**config.mk**
```make
export PLATFORM = sky130hd
export DESIGN_NAME = undo_encode
export DESIGN_NICKNAME = d
export VERILOG_FILES = /design/src/rtl/undo_link_pkg.sv /design/src/rtl/undo_tag_fifo.sv /design/src/rtl/undo_encode.sv
export SDC_FILE = /design/constraint.sdc
export NUM_CORES = 1
export LEC_CHECK = 0
export ABC_CLOCK_PERIOD_IN_PS = 3030
export CAP_MARGIN = 10
export CORE_MARGIN = 2
export CORE_UTILIZATION = 45
export CTS_CLUSTER_DIAMETER = 50
export DETAILED_ROUTE_END_ITERATION = 10
export GPL_TIMING_DRIVEN = 0
export PLACE_DENSITY = 0.68
export SLEW_MARGIN = 20
export SYNTH_ARGS = -nofsm -noshare
export SYNTH_HDL_FRONTEND = slang
export SYNTH_SLANG_ARGS = --single-unit
export TNS_END_PERCENT = 1
```
**constraint.sdc**
```tcl
create_clock -name Clock -period 3.03 [get_ports Clock]
set_clock_uncertainty 0.05 [all_clocks]
set_input_delay 0.4545 -clock Clock [delete_from_list [all_inputs] [get_ports Clock]]
set_output_delay 0.4545 -clock Clock [all_outputs]
set_load 0.05 [all_outputs]
```
**src/rtl/undo_link_pkg.sv**
```systemverilog
// Shared definitions for the undo-buffer serial link.
// Used by the transmit side (undo_encode) and by receive-side checkers.
//  - FRAME_LEN : bits per frame (start, tag[1], tag[0], parity)
//  - START_BIT : level of the first frame bit
//  - undo_state_e : one-hot serializer states
//  - undo_parity : parity bit making start^t1^t0^p == 0
package undo_link_pkg;

  localparam int unsigned FRAME_LEN = 4;
  localparam logic        START_BIT = 1'b1;

  typedef enum logic [5:0] {
    ST_IDLE  = 6'b000001,
    ST_START = 6'b000010,
    ST_TB1   = 6'b000100,
    ST_TB0   = 6'b001000,
    ST_PAR   = 6'b010000,
    ST_GAP   = 6'b100000
  } undo_state_e;

  function automatic logic undo_parity(input logic [1:0] tag);
    return ~^tag;
  endfunction

endpackage

```
**src/rtl/undo_tag_fifo.sv**
```systemverilog
// Tag FIFO for the undo-link transmitter: DEPTH entries of 2-bit tags.
// Ports:
//  Clock, Reset  clock, asynchronous active-high reset
//  Push/PushData write request and tag (ignored while Full)
//  Pop/PopData   read request (ignored while Empty), head tag
//  Full, Empty   occupancy flags from pointer compare
module undo_tag_fifo #(
  parameter int unsigned DEPTH = 4
) (
  input  logic       Clock,
  input  logic       Reset,
  input  logic       Push,
  input  logic [1:0] PushData,
  input  logic       Pop,
  output logic [1:0] PopData,
  output logic       Full,
  output logic       Empty
);

  localparam int unsigned AW = $clog2(DEPTH);

  // Pointers carry one extra wrap bit so full and empty are distinguishable.
  logic [AW:0] wr_ptr;
  logic [AW:0] rd_ptr;
  logic [1:0]  mem [DEPTH];
  logic        do_push;
  logic        do_pop;

  assign do_push = Push & ~Full;
  assign do_pop  = Pop & ~Empty;

  assign Empty   = (wr_ptr == rd_ptr);
  assign Full    = (wr_ptr[AW] != rd_ptr[AW]) &&
                   (wr_ptr[AW-1:0] == rd_ptr[AW-1:0]);
  assign PopData = mem[rd_ptr[AW-1:0]];

  always_ff @(posedge Clock or posedge Reset) begin
    if (Reset) begin
      wr_ptr <= '0;
      rd_ptr <= '0;
    end else begin
      if (do_push) wr_ptr <= wr_ptr + {{AW{1'b0}}, 1'b1};
      if (do_pop)  rd_ptr <= rd_ptr + {{AW{1'b0}}, 1'b1};
    end
  end

  always_ff @(posedge Clock) begin
    if (do_push) mem[wr_ptr[AW-1:0]] <= PushData;
  end

endmodule

```
**src/rtl/undo_encode.sv**
```systemverilog
// Transmit end of the undo-buffer serial link. Queues trigger tags and
// sends each as a 4-bit frame: start bit, Tag[1], Tag[0], parity.
// Ports:
//  Clock, Reset  100 MHz clock, asynchronous active-high reset
//  Request       1-clock strobe enqueuing TagIn
//  TagIn         trigger tag
//  Instance      board/link id (labels drop reports only)
//  UnDoBuf       registered serial output, low when not in a frame
//  Busy          frame in progress or FIFO non-empty
//  Full          FIFO full
//  Overflow      1-clock pulse when a Request is dropped
//  DropCnt       saturating dropped-request count
module undo_encode #(
  parameter int unsigned DEPTH = 4,
  parameter int unsigned GAP   = 1
) (
  input  logic       Clock,
  input  logic       Reset,
  input  logic       Request,
  input  logic [1:0] TagIn,
  input  logic [4:0] Instance,
  output logic       UnDoBuf,
  output logic       Busy,
  output logic       Full,
  output logic       Overflow,
  output logic [7:0] DropCnt
);

  import undo_link_pkg::*;

  localparam logic [2:0] GAP_LAST = (GAP > 0) ? 3'(GAP - 1) : 3'd0;

  undo_state_e state;
  undo_state_e state_nxt;
  logic [1:0]  tag_reg;
  logic [1:0]  fifo_head;
  logic        fifo_empty;
  logic        pop;
  logic        bit_d;
  logic        line_q;
  logic [2:0]  gap_cnt;
  logic        drop;

  // Instance only labels drop reports in simulation; no hardware consumes it.
  logic unused_instance;
  assign unused_instance = ^Instance;

  // Full is sampled before this cycle's pop, so a request in a popping
  // cycle while Full is still dropped.
  assign drop = Request & Full;
  assign Busy = (state != ST_IDLE) | ~fifo_empty;

  undo_tag_fifo #(.DEPTH(DEPTH)) u_fifo (
    .Clock    (Clock),
    .Reset    (Reset),
    .Push     (Request),
    .PushData (TagIn),
    .Pop      (pop),
    .PopData  (fifo_head),
    .Full     (Full),
    .Empty    (fifo_empty)
  );

  // State register
  always_ff @(posedge Clock or posedge Reset) begin
    if (Reset) state <= ST_IDLE;
    else       state <= state_nxt;
  end

  // Next-state logic
  always_comb begin
    state_nxt = state;
    unique case (state)
      ST_IDLE:  if (!fifo_empty) state_nxt = ST_START;
      ST_START: state_nxt = ST_TB1;
      ST_TB1:   state_nxt = ST_TB0;
      ST_TB0:   state_nxt = ST_PAR;
      ST_PAR:   state_nxt = (GAP > 0) ? ST_GAP : ST_IDLE;
      ST_GAP:   if (gap_cnt == GAP_LAST) state_nxt = ST_IDLE;
      default:  state_nxt = ST_IDLE;
    endcase
  end

  // Output logic: FIFO pop and the frame bit for the current state
  always_comb begin
    pop   = 1'b0;
    bit_d = 1'b0;
    unique case (state)
      ST_IDLE:  pop   = ~fifo_empty;
      ST_START: bit_d = START_BIT;
      ST_TB1:   bit_d = tag_reg[1];
      ST_TB0:   bit_d = tag_reg[0];
      ST_PAR:   bit_d = undo_parity(tag_reg);
      default:  bit_d = 1'b0;
    endcase
  end

  always_ff @(posedge Clock or posedge Reset) begin
    if (Reset) begin
      gap_cnt <= '0;
      tag_reg <= '0;
    end else begin
      gap_cnt <= (state == ST_GAP) ? gap_cnt + 3'd1 : 3'd0;
      if (pop) tag_reg <= fifo_head;
    end
  end

  // The frame bit passes through two flops so the start bit lands three
  // edges after the enqueue edge; every bit sees the same delay, so no bit
  // is stretched and reset still drops the line immediately.
  always_ff @(posedge Clock or posedge Reset) begin
    if (Reset) begin
      line_q  <= 1'b0;
      UnDoBuf <= 1'b0;
    end else begin
      line_q  <= bit_d;
      UnDoBuf <= line_q;
    end
  end

  always_ff @(posedge Clock or posedge Reset) begin
    if (Reset) begin
      Overflow <= 1'b0;
      DropCnt  <= '0;
    end else begin
      Overflow <= drop;
      if (drop && (DropCnt != 8'hFF)) DropCnt <= DropCnt + 8'd1;
    end
  end

endmodule

```
==> flow_summary.ini <==
[yosys]
netlist_instances = 137
avgSynthCellArea_sq_um = 12.38
async_flop_share_pct = 77.78
ys_ff_latch = 36
synth.distinct_cells = 31
yosysWarnings = 0
ys.flop_type = dfrtp_1
syn_area_sq_um = 1697
synth_seq_area_share_pct = 55.53
synth_edf_count = 8
synthesis.nets = 155

[finish]
final_cell_mix = 27 x dfrtp_1, 15 x clkdlybuf4s50_1, 11 x xor2_1
layout_commonest_cell = dfrtp_1
area_growth_pct = 19.25
fillers = 318
drive_above_1_share_pct = 11.80
nNetsFinal = 178
antennaDiodeCount = 0
fin_util_pct = 55.68
multi_input_area_sq_um = 700.7
seq_area_sq_um = 942.2

[clock_network]
cts_sinks = 36
htree_levels = 2
cts_buffers = 5
holdBufCountCts = 0
clk_latency_ns = 0.29
cts_tree = built
postCtsResizedCells = 1
root_buffer = clkbuf_8
post_cts_buffers = 0
clkTransAtPathRegs_ns = 0.07
clock_path_buffers = 2

[power_and_ir_drop]
p_per_area_nw_per_um2 = 1026
ir_drop_uv = 578.2
leakage_nw = 0.8713

[floorplanning]
core-area_sq_um = 3633
die_height_um = 65.40
placementRows = 22
initial_core_util_pct = 46.69
io_pins = 22
die_w_um = 65.40
dieArea_sq_um = 4277

[timing]
drv_slew = 0
tightest_slew_ns = 0.5627
rsz0062_at_grt = no
hold_violations = 0
fin_crit_sh_pct = 90.91
max_slew_margin_pct = 62.43
fmax_mhz = 363.0
tns_ns = 0
setup_viol = 0
setup_ws_ns = 0.2755
min_period_ns = 2.755

[routing]
viasPerCell = 5.196
wl_um = 2676
drt_pre_antenna_iters = 4
drtIter0Drc = 32
wl_per_cell_um = 12.80
route.detailed.drc = 0
num_vias = 1086
postRouteAntennaNets = 0

[worst_hold_path]
hp-class = reg -> reg

[grt]
grt_pass1_wl_um = 4747
grt-ovfl-total = 0
grt_max_degree = 29
first_global_vias = 1051
track_usage_pct = 15.20
antenna_found_initial = 0

[worst_setup_path]
path_max_fanout = 10
path_class = reg -> out
crit_required_ns = 2.53
critPathArrivalTime_ns = 2.25
cp-start-kind = register
worstSetupEndpointType = output pin

[run]
max_cap_violations = 0

[placement]
dpl.hpwl_um = 1980
gp_congestion = 0.8541
pre_cts_ws_ns = 0.2925
port_buffers = 16

[run_status]
status = finished, final reports clean
layer usage:
| metal | vias to the layer above | part of all wire [%] | global-route usage (%) | wire length [um] |
|---|---|---|---|---|
| li1 | 525 | - | - | - |
| met1 | 544 | 43 | 17.50 | 1157 |
| met2 | 12 | 51 | 24.74 | 1364 |
| met3 | 5 | 3.3 | 5.651 | 88 |
| met4 | 0 | 2.4 | 7.813 | 65 |
| met5 | - | 0 | 0 | 0 |
final timing paths:
path                            depth (start not counted)                            to                  from  slack [ns]
min in group asynchronous                               2  u_fifo.rd_ptr[1]$_DFFE_PP0P_                 Reset        0.51
max in group asynchronous                               2          state[0]$_DFFE_PP1P_                 Reset        2.05
worst min-delay path                                    0             UnDoBuf$_DFF_PP0_      line_q$_DFF_PP0_        0.31
worst min register to register                          0             UnDoBuf$_DFF_PP0_      line_q$_DFF_PP0_        0.31
worst max register to register                          4        tag_reg[0]$_DFFE_PP0P_  state[2]$_DFFE_PP0P_        0.97
worst max-delay path                                    4                          Busy  state[2]$_DFFE_PP0P_        0.28
critical path, cell delays in order (launching register included):
cell,delay (ns)
dfrtp_1,0.37
buf_6,0.13
or4_4,0.55
or4_1,0.47
dlygate4sd2_1,0.44
cell usage after synthesis, types with 3 or more instances:
library cell / n / area share [%]
o21ai_0: 6 / 1.8
a21oi_1: 4 / 1.2
inv_1: 9 / 2.0
nor4_1: 3 / 1.1
edfxtp_1: 8 / 14
or4_1: 3 / 1.3
ha_1: 8 / 5.9
nand4_1: 3 / 1.1
a31oi_1: 4 / 1.5
nor3b_1: 4 / 1.8
nor2_1: 7 / 1.5
and2_1: 4 / 1.5
mux2_4: 3 / 2.7
nand2b_1: 4 / 1.5
xnor2_1: 6 / 3.1
nor3_1: 4 / 1.2
dfrtp_1: 27 / 40
xor2_1: 11 / 5.7
nand2_1: 5 / 1.1
cell families after synthesis:
family	synth area share, %
xor gates and xnor gates	8.776
adders and majority gates	5.900
AOI/OAI and AO/OA	5.974
muxes	5.973
DFF	55.53
and+or+nand+nor	14.68
buffers and inverters	3.170
where the power goes:
part | internal (mW) | switching (mW) | leakage [nW]
registers | 0.649 | 0.130 | 0.435
logic | 0.388 | 0.504 | 0.381
clock network | 0.244 | 0.159 | 0.0552
metrics by stage:
stage | cells | power, mW | hold WS (ns) | area (sq um)
finish | 209 | 2.075 | 0.3105 | 2023
global route | 209 | 2.227 | 0.3391 | 2023
CTS | 209 | 2.107 | 0.3160 | 2023
detailed placement | 201 | 1.697 | 0.3008 | 1917
global placement | 201 | 1.658 | 0.2947 | 1917
floorplan | 137 | 1.471 | 0.2812 | 1697
layout make-up:
class	count	area share, %
repair buffers	16	7.854
plain buffers	3	0.9895
clock buffers	6	3.587
clock inverters	2	1.732
well taps	48	2.968
inverters	9	1.670
flip-flops and latches	36	46.57
multi-input cells	89	34.63
(Power assumes the default switching activity.)
